[config.mk]
export PLATFORM = sky130hd
export DESIGN_NAME = data_mem_arbiter
export DESIGN_NICKNAME = d
export VERILOG_FILES = /design/src/rtl/data_mem_arbiter_pkg.sv /design/src/rtl/data_mem_arbiter_rr_priority_picker.sv /design/src/rtl/data_mem_arbiter.sv
export SDC_FILE = /design/constraint.sdc
export NUM_CORES = 1
export LEC_CHECK = 0
export ABC_CLOCK_PERIOD_IN_PS = 5000
export BUFFER_PORTS_ARGS = -buffer_cell sky130_fd_sc_hd__buf_2
export CAP_MARGIN = 40
export CORE_UTILIZATION = 49
export DETAILED_ROUTE_END_ITERATION = 12
export MAX_ROUTING_LAYER = met4
export PLACE_DENSITY = 0.83
export SLEW_MARGIN = 20
export SYNTH_ARGS = -nofsm -noshare
export SYNTH_HDL_FRONTEND = slang
export SYNTH_SLANG_ARGS = --single-unit
[constraint.sdc]
create_clock -name clk -period 5 [get_ports clk]
set_clock_uncertainty 0.15 [all_clocks]
set_input_delay 0.75 -clock clk [delete_from_list [all_inputs] [get_ports clk]]
set_output_delay 0.75 -clock clk [all_outputs]
set_load 0.02 [all_outputs]
[src/rtl/data_mem_arbiter_pkg.sv]
// Shared data memory arbiter definitions: FSM state encoding and the
// core/word/address sizing defaults used across the processor.
package data_mem_arbiter_pkg;

   localparam int CORE_COUNT_DEF = 4;
   localparam int REG_WIDTH_DEF = 12;
   localparam int DATA_MEM_ADDR_WIDTH_DEF = 12;
   localparam int MAX_BURST_DEF = 4;

   typedef enum logic {
      IDLE  = 1'b0,
      BURST = 1'b1
   } arbState_t;

endpackage

[src/rtl/data_mem_arbiter_rr_priority_picker.sv]
// Combinational round-robin picker: one-hot select of the first requester
// after ptr, wrapping; ptr itself is the lowest priority.
// Ports: req (requests), ptr (last owner), pick (one-hot), pickIdx (index).
module rr_priority_picker #(
   parameter int N = 4,
   localparam int PW = (N > 1) ? $clog2(N) : 1
) (
   input  logic [N-1:0]  req,
   input  logic [PW-1:0] ptr,
   output logic [N-1:0]  pick,
   output logic [PW-1:0] pickIdx
);

   logic [PW-1:0] idx;

   // Walk from the lowest to the highest priority so the last hit wins.
   always_comb begin
      pick = '0;
      pickIdx = '0;
      idx = '0;
      for (int k = N; k >= 1; k--) begin
         idx = PW'((int'(ptr) + k) % N);
         if (req[idx]) begin
            pick = '0;
            pick[idx] = 1'b1;
            pickIdx = idx;
         end
      end
   end

endmodule

[src/rtl/data_mem_arbiter.sv]
// Round-robin burst arbiter giving CORE_COUNT cores access to one
// synchronous data memory. Ports: per-core req/wr_en/addr/wdata in,
// gnt/rvalid/rdata out; mem_addr/mem_wdata/mem_wr_en/mem_rdata to memory.
module data_mem_arbiter
   import data_mem_arbiter_pkg::*;
#(
   parameter int CORE_COUNT = CORE_COUNT_DEF,
   parameter int REG_WIDTH = REG_WIDTH_DEF,
   parameter int DATA_MEM_ADDR_WIDTH = DATA_MEM_ADDR_WIDTH_DEF,
   parameter int MAX_BURST = MAX_BURST_DEF
) (
   input  logic                                      clk,
   input  logic                                      rst,
   input  logic [CORE_COUNT-1:0]                     req,
   input  logic [CORE_COUNT-1:0]                     wr_en,
   input  logic [CORE_COUNT*DATA_MEM_ADDR_WIDTH-1:0] addr,
   input  logic [CORE_COUNT*REG_WIDTH-1:0]           wdata,
   output logic [CORE_COUNT-1:0]                     gnt,
   output logic [CORE_COUNT-1:0]                     rvalid,
   output logic [REG_WIDTH-1:0]                      rdata,
   output logic [DATA_MEM_ADDR_WIDTH-1:0]            mem_addr,
   output logic [REG_WIDTH-1:0]                      mem_wdata,
   output logic                                      mem_wr_en,
   input  logic [REG_WIDTH-1:0]                      mem_rdata
);

   localparam int PW = (CORE_COUNT > 1) ? $clog2(CORE_COUNT) : 1;
   localparam int CW = $clog2(MAX_BURST) + 1;
   localparam int AW = DATA_MEM_ADDR_WIDTH;
   localparam int RW = REG_WIDTH;

   arbState_t state;
   logic [PW-1:0] ptr;
   logic [PW-1:0] pickIdx;
   logic [PW-1:0] gntIdx;
   logic [CW-1:0] beatCnt;
   logic [CORE_COUNT-1:0] pick;
   logic [CORE_COUNT-1:0] ptrHot;
   logic [CORE_COUNT-1:0] rvalidQ;
   logic [AW-1:0] lastAddr;
   logic [RW-1:0] lastWdata;
   logic hold;
   logic gntVld;

   // ptr doubles as the current owner while in BURST, so one picker
   // serves both the idle start and the no-bubble handoff.
   rr_priority_picker #(.N(CORE_COUNT)) uPicker (
      .req     (req),
      .ptr     (ptr),
      .pick    (pick),
      .pickIdx (pickIdx)
   );

   always_comb begin
      ptrHot = '0;
      ptrHot[ptr] = 1'b1;
      hold = (state == BURST) && req[ptr] && (beatCnt < CW'(MAX_BURST));
      gnt = '0;
      gntIdx = ptr;
      gntVld = 1'b0;
      if (!rst) begin
         if (hold) begin
            gnt = ptrHot;
            gntVld = 1'b1;
         end else if (|pick) begin
            gnt = pick;
            gntIdx = pickIdx;
            gntVld = 1'b1;
         end
      end
   end

   assign mem_addr = gntVld ? addr[int'(gntIdx)*AW +: AW] : lastAddr;
   assign mem_wdata = gntVld ? wdata[int'(gntIdx)*RW +: RW] : lastWdata;
   assign mem_wr_en = gntVld & wr_en[gntIdx];
   assign rvalid = rvalidQ;
   assign rdata = (|rvalidQ) ? mem_rdata : '0;

   always_ff @(posedge clk or posedge rst) begin
      if (rst) begin
         state <= IDLE;
         ptr <= PW'(CORE_COUNT - 1);
         beatCnt <= CW'(1);
         rvalidQ <= '0;
         lastAddr <= '0;
         lastWdata <= '0;
      end else begin
         // Tagged by core, so a read in a burst's last beat still returns.
         rvalidQ <= gnt & ~wr_en;
         if (gntVld) begin
            state <= BURST;
            lastAddr <= mem_addr;
            lastWdata <= mem_wdata;
            if (hold) begin
               beatCnt <= beatCnt + CW'(1);
            end else begin
               ptr <= pickIdx;
               beatCnt <= CW'(1);
            end
         end else begin
            state <= IDLE;
         end
      end
   end

endmodule

# Word level (Yosys, flattened, before mapping)
# Index checks and enable logic that the tools add are counted.
[totals]
regBits = 34
latch_bits = 0
mem_bits_rw = 0
mem_bits_ro = 0
input_bits = 118
out_inout_bits = 45
word_cells = 84
mem_count = 0
[classes]
addsub = 5
multipliers = 1
n_div = 0
magnitude_cmp = 12
eq_ne = 0
n_shift = 2
n_mux = 44
bitwise_logic = 4
reduce_logical = 10
[ops]
columns = ["cell", "n"]
rows = [
  ["indexed part select 48 x 32 -> 12 bit", 1],
  ["indexed part select 48 x 7 -> 12 bit", 1],
  ["two-way mux 12 bit", 3],
  ["two-way mux 4 bit", 7],
  ["< comparator 2 x 3 -> 1 bit (second input constant)", 6],
  ["two-way mux 1 bit", 15],
  ["two-way mux 2 bit", 7],
  ["binary-select mux 1 bit (select 2 bit)", 6],
  ["demux 1 bit (select 2 bit)", 5],
  [">= comparator 2 x 1 -> 1 bit (second input constant)", 5],
  ["OR reduction 4 bit", 2],
  ["logical AND 1 bit", 7],
  ["adder 2 x 1 -> 2 bit (second input constant)", 2],
  ["adder 2 bit (second input constant)", 2],
  ["bitwise AND 4 bit", 1],
  ["multiplier 2 x 2 -> 4 bit (second input constant)", 1],
  ["inverter 4 bit", 1],
  ["adder 3 x 1 -> 3 bit (second input constant)", 1],
  ["< comparator 3 bit (second input constant)", 1],
  ["two-way mux 3 bit", 1],
  ["AND reduction 2 bit", 1],
  ["bitwise AND 1 bit", 1],
  ["inverter 1 bit", 1],
]

# Depth between registers and ports, before layout
[depth]
ltp_word = 16
depth_mapped = 15
ltp_nobuf = 10

# Hierarchy
# A second synthesis with hierarchy kept.
[unflattened]
hier_cells = 290
area_unflattened_um2 = 2944.1
[modules_own_cells]
columns = ["mod", "n_inst", "cells_per_inst", "area_each_um2"]
rows = [
  ["data_mem_arbiter", 1, 230, 2476.1],
  ["rr_priority_picker", 1, 60, 467.9],
]

# Worst setup path before layout
# OpenSTA, ideal clock, no wires.
[synth_path]
path_type = "flip-flop to output port"
start = "register ptr[1]"
end = "output mem_addr[0]"
arrival_ps = 3856
t_required_ps = 4100
setup_slack_ps = 244
stages_incl_launch_ff = 15
path_buffers = 4
path_cell_list = "dfstp_2 buf_2 inv_1 ha_1 buf_2 mux2_2 o2bb2ai_1 a221oi_2 o221ai_2 or2_1 buf_2 a22o_4 and2_4 buf_2 a211oi_1"
[synth_via]
elab_chain_cells = 16
word_cells_on_any_way = 54
classes_between = "add/sub (4); mul (1); order compare (8); shift (1); mux (33); reduce/logical (7)"
[synth_rtl]
columns = ["item", "line", "text"]
rows = [
  ["from (decl)", "data_mem_arbiter.sv:33", "logic [PW-1:0] ptr;"],
  ["from (signal assigned)", "data_mem_arbiter.sv:82", "ptr <= PW'(CORE_COUNT - 1);"],
  ["from (signal assigned)", "data_mem_arbiter.sv:97", "ptr <= pickIdx;"],
  ["adder 2 x 1 -> 2 bit", "data_mem_arbiter_rr_priority_picker.sv:22", "idx = PW'((int'(ptr) + k) % N);"],
  ["< comparator 2 x 3 -> 1 bit (implied by the code) / >= comparator 2 x 1 -> 1 bit (equally long branches)", "data_mem_arbiter_rr_priority_picker.sv:25", "pick[idx] = 1'b1;"],
  ["logical AND 1 bit (implied by the code)", "data_mem_arbiter_rr_priority_picker.sv:25", ""],
  ["two-way mux 1 bit (implied by the code)", "data_mem_arbiter_rr_priority_picker.sv:25", ""],
  ["demux 1 bit (select 2 bit)", "n/a", ""],
  ["two-way mux 4 bit (4 in series)", "data_mem_arbiter_rr_priority_picker.sv:23", "if (req[idx]) begin"],
  ["OR reduction 4 bit", "data_mem_arbiter.sv:65", "end else if (|pick) begin"],
  ["two-way mux 2 bit", "data_mem_arbiter.sv:65", ""],
  ["two-way mux 2 bit", "data_mem_arbiter.sv:62", "if (hold) begin"],
  ["two-way mux 2 bit", "data_mem_arbiter.sv:61", "if (!rst) begin"],
  ["multiplier 2 x 2 -> 4 bit", "data_mem_arbiter.sv:73", "assign mem_addr = gntVld ? addr[int'(gntIdx)*AW +: AW] : lastAddr;"],
  ["indexed part select 48 x 32 -> 12 bit", "data_mem_arbiter.sv:73", ""],
  ["two-way mux 12 bit *", "data_mem_arbiter.sv:73", ""],
  ["to (decl)", "data_mem_arbiter.sv:21", "output logic [DATA_MEM_ADDR_WIDTH-1:0] mem_addr,"],
]
# Mark *: on every way between the ends. The rest lies on a longest branch, timed or not. The select of a mux whose other input is x is not followed.

# Final worst setup path
[layout_path]
start = "register ptr[0]"
end = "output mem_wdata[8]"
[layout_via]
elab_chain_cells = 16
word_cells_on_any_way = 54
classes_between = "add/sub (4); mul (1); order compare (8); shift (1); mux (33); reduce/logical (7)"
[layout_rtl]
columns = ["item", "line", "text"]
rows = [
  ["adder 2 x 1 -> 2 bit", "data_mem_arbiter_rr_priority_picker.sv:22", ""],
  ["< comparator 2 x 3 -> 1 bit (implied by the code) / >= comparator 2 x 1 -> 1 bit (equally long branches)", "data_mem_arbiter_rr_priority_picker.sv:25", ""],
  ["logical AND 1 bit (implied by the code)", "data_mem_arbiter_rr_priority_picker.sv:25", ""],
  ["two-way mux 1 bit (implied by the code)", "data_mem_arbiter_rr_priority_picker.sv:25", ""],
  ["demux 1 bit (select 2 bit)", "n/a", ""],
  ["two-way mux 4 bit (4 in series)", "data_mem_arbiter_rr_priority_picker.sv:23", ""],
  ["OR reduction 4 bit", "data_mem_arbiter.sv:65", ""],
  ["two-way mux 2 bit", "data_mem_arbiter.sv:65", ""],
  ["two-way mux 2 bit", "data_mem_arbiter.sv:62", ""],
  ["two-way mux 2 bit", "data_mem_arbiter.sv:61", ""],
  ["multiplier 2 x 2 -> 4 bit", "data_mem_arbiter.sv:74", "assign mem_wdata = gntVld ? wdata[int'(gntIdx)*RW +: RW] : lastWdata;"],
  ["indexed part select 48 x 7 -> 12 bit", "data_mem_arbiter.sv:74", ""],
  ["two-way mux 12 bit *", "data_mem_arbiter.sv:74", ""],
  ["to (decl)", "data_mem_arbiter.sv:22", "output logic [REG_WIDTH-1:0] mem_wdata,"],
]
# Marks and branches as above.

==> flow_summary_export.csv <==
group,metric,value,unit
cts,cts_num_sinks,34,
worst_setup_path,slowest_stage,"mux4_2",
floorplanning,die_w,88.4,µm
power,p_leak,2.33,nW
hold_path,hold_path_class,"flip-flop to flip-flop",
job,max-cap-violations,0,
routing,drtIter0Drc,296,
floorplanning,start_util,50.5,%
cells_and_area,nNetsFinal,728,
timing,max_freq,0.207,GHz
synthesis,post-synth-top-count-cell,"inv_1",
synthesis,async_flop_share,100,%
cts,cts_buffer_depth,2,
synthesis,ys_seq_area_share,23.3,%
routing,vias_per_cell,5.96,
cts,cts_buffers,5,
synthesis,yosysTopAreaCell,"dfrtp_1",
grt,overflow,0,
worst_setup_path,max_stage_delay,0.60,ns
timing,finalCriticalPeriod,4.82,ns
grt,grt_pass1_vias,3753,
place,port_buffers,162,
timing,tightest_slew,0.627,ns
routing,drcViolationCount,0,
synthesis,syn_avg_cell_area,8.15,µm²
synthesis,postSynthCellCount,449,
grt,grt_first_pass_wirelength,17800,µm
synthesis,synth_nets,576,
power,ir_drop,0.579,mV
synthesis,synth_top_area_share,21.2,%
routing,first_pass_iters,6,
worst_setup_path,r2r_setup_slack,1.19,ns
timing,slew_violations,0,
timing,fin_tns_setup,0,ns
outcome,status,"completed",
cts,htree_levels,2,
routing,wire_per_inst,17.0,µm
cells_and_area,antenna_cells,0,
floorplanning,die_y,88.4,µm
routing,wirelength,11900,µm
worst_setup_path,cp_max_fo,48,
timing,setup_viol,0,
timing,layout_setup_ws,0.178,ns
worst_setup_path,path_cells,"buf_6 > mux4_2 > nor3b_1 > a221oi_2 > o221ai_2 > o21ai_0 > a21o_1 > buf_4 > a221oi_1 > a211oi_2 > buf_2",
grt,grt_max_degree,49,
timing,timing.final.crit_share,96.4,%
worst_setup_path,arrival,3.92,ns
routing,antenna_left,0,
power,p_per_area,855,nW/µm²
worst_setup_path,cp-start-kind,"flip-flop",
timing,final_hold_viol_count,0,
cts,root_buffer,"clkbuf_8",
cts,insertion_delay,0.30,ns
timing,relSlewSlack,58.2,%
synthesis,ys_top_cells_by_area,"dfrtp_1, mux2i_1, a211oi_2, a221oi_1, a211oi_1",
worst_setup_path,end_kind,"output port",
place,hpwlAfterDp,8760,µm
cells_and_area,final_cell_area,4770,µm²
floorplanning,die-area,7820,µm²
synthesis,synth_commonest_cells,"inv_1, nand2_1, nor2_1, mux2i_1, dfrtp_1",
cts,cts_tree,"yes",
cts,post_cts.repair.setup_buffers,0,
synthesis,yosysWarnings,0,
synthesis,syn_area,3660,µm²
cts,holdBufCountCts,0,
cells_and_area,area_delta_synth_final,30.2,%
place,postPlaceCellArea,4590,µm²
grt,antenna_found_initial,0,
routing,route.vias.total,4176,
grt,grt_usage,30.0,%
floorplanning,coreArea,7250,µm²
timing,rsz0062_at_grt,"no",
worst_setup_path,crit_type,"flip-flop to output port",
place,pre_cts_ws,0.313,ns
floorplanning,num_io_pins,163,
floorplanning,rows,31,
cells_and_area,drive_above_1_share,40.0,%
synthesis,synth-edff-count,0,
synthesis,yosysUniqueCellTypes,51,
synthesis,synth-main-ff-cell,"dfrtp_1",
cts,clk_pin_slew_worst_paths,0.08,ns
synthesis,synth_seq_cells,34,
place,place.gp.congestion,0.957,
worst_setup_path,required,4.10,ns
==> flip-flops by register name, indices dropped and copies added, names as in the netlist <==
name and cells:
beatCnt 3, lastAddr 12, lastWdata 12, ptr 2
rvalid 4, state 1
==> logic make-up (layout without fill, tap and decap cells) <==
group	after synthesis	count (layout)	share of synthesized area, %
compound gates	159	159	34.8
simple gates	113	114	14.6
buf+inv	92	244	11.1
mux	42	42	13.1
flops	34	34	23.3
fa+ha+maj	9	9	3.08
==> cell type report <==
cell class	count	area (µm²)
clock buffers	5	68.8
clock inverters	3	68.8
fillers	642	2480
inverters	53	199
multi-input cells	324	2470
flip-flops and latches	34	855
well taps	99	124
repair buffers	183	985
==> cells in the final DEF (no fill, tap or decap), types with 3 or more instances in the layout <==
master | synthesis | layout
buf_2 | 10 | 162
inv_1 | 53 | 53
nand2_1 | 39 | 39
nor2_1 | 36 | 35
mux2i_1 | 33 | 32
dfrtp_1 | 31 | 31
o21ai_0 | 29 | 29
o22ai_1 | 27 | 27
a211oi_1 | 28 | 27
a221oi_1 | 27 | 26
a211oi_2 | 20 | 21
buf_4 | 1 | 19
nor2b_1 | 18 | 18
ha_1 | 9 | 8
a21oi_1 | 7 | 6
nand2b_1 | 5 | 5
clkbuf_8 | 0 | 5
mux4_2 | 4 | 4
mux2_2 | 4 | 4
and2_1 | 3 | 3
a221oi_2 | 2 | 3
nor3_1 | 3 | 3
dfstp_2 | 3 | 3
==> metal layers <==
layer  global-route usage [%]  vias to the layer above  wire [µm]
met5                        -                        -          0
li1                         -                     1954          -
met4                     7.62                        0        187
met3                     3.08                       20        814
met2                     51.3                      209       5940
met1                     37.8                     1993       4980
==> worst max-delay path, delay by kind of cell (launching register included) <==
family / cells / cell delay, ns
AO/OA/AOI/OAI: 6 / 1.41
AND/OR/NAND/NOR: 1 / 0.41
flip-flops: 1 / 0.54
multiplexers: 1 / 0.60
buffers and inverters: 3 / 0.67
==> metrics by stage <==
| step | hold WS [ns] | util, % | cells | total power [mW] |
|---|---|---|---|---|
| 5_1_grt | 0.412 | 65.7 | 701 | 4.34 |
| 4_1_cts | 0.377 | 65.2 | 700 | 3.98 |
| 2_1_floorplan | 0.329 | - | 449 | 2.80 |
| 6_report | 0.372 | 65.7 | 701 | 4.08 |
| 3_3_place_gp | 0.350 | 63.3 | 692 | 3.56 |
| 3_5_place_dp | 0.366 | 63.3 | 692 | 3.64 |
==> path summary, 6_finish.rpt <==
| kind | start | to | depth (start not counted) |
|---|---|---|---|
| max | ptr[0] | mem_wdata[8] | 11 |
| min | beatCnt[0] | beatCnt[0] | 2 |
| max reg2reg | ptr[0] | lastWdata[11] | 9 |
| min reg2reg | beatCnt[0] | beatCnt[0] | 2 |
| max in group asynchronous | rst | beatCnt[0] | 3 |
| min in group asynchronous | rst | lastAddr[7] | 3 |
==> report_power, final <==
group / internal (mW) / leakage [nW] / switching [mW] / total [mW]
Clock: 0.200 / 0.0683 / 0.124 / 0.324
Sequential: 0.417 / 0.386 / 0.0428 / 0.460
Combinational: 1.26 / 1.88 / 2.03 / 3.29
Total: 1.88 / 2.33 / 2.20 / 4.08
==> repair_timing <==
action | in CTS | in global routing
gates resized for setup | 1 | 6
endpoints found under the setup margin | 2 | 25
gates cloned | 0 | 1
endpoints found under the hold margin | 0 | 0
Power figures use the tool's default switching activity.
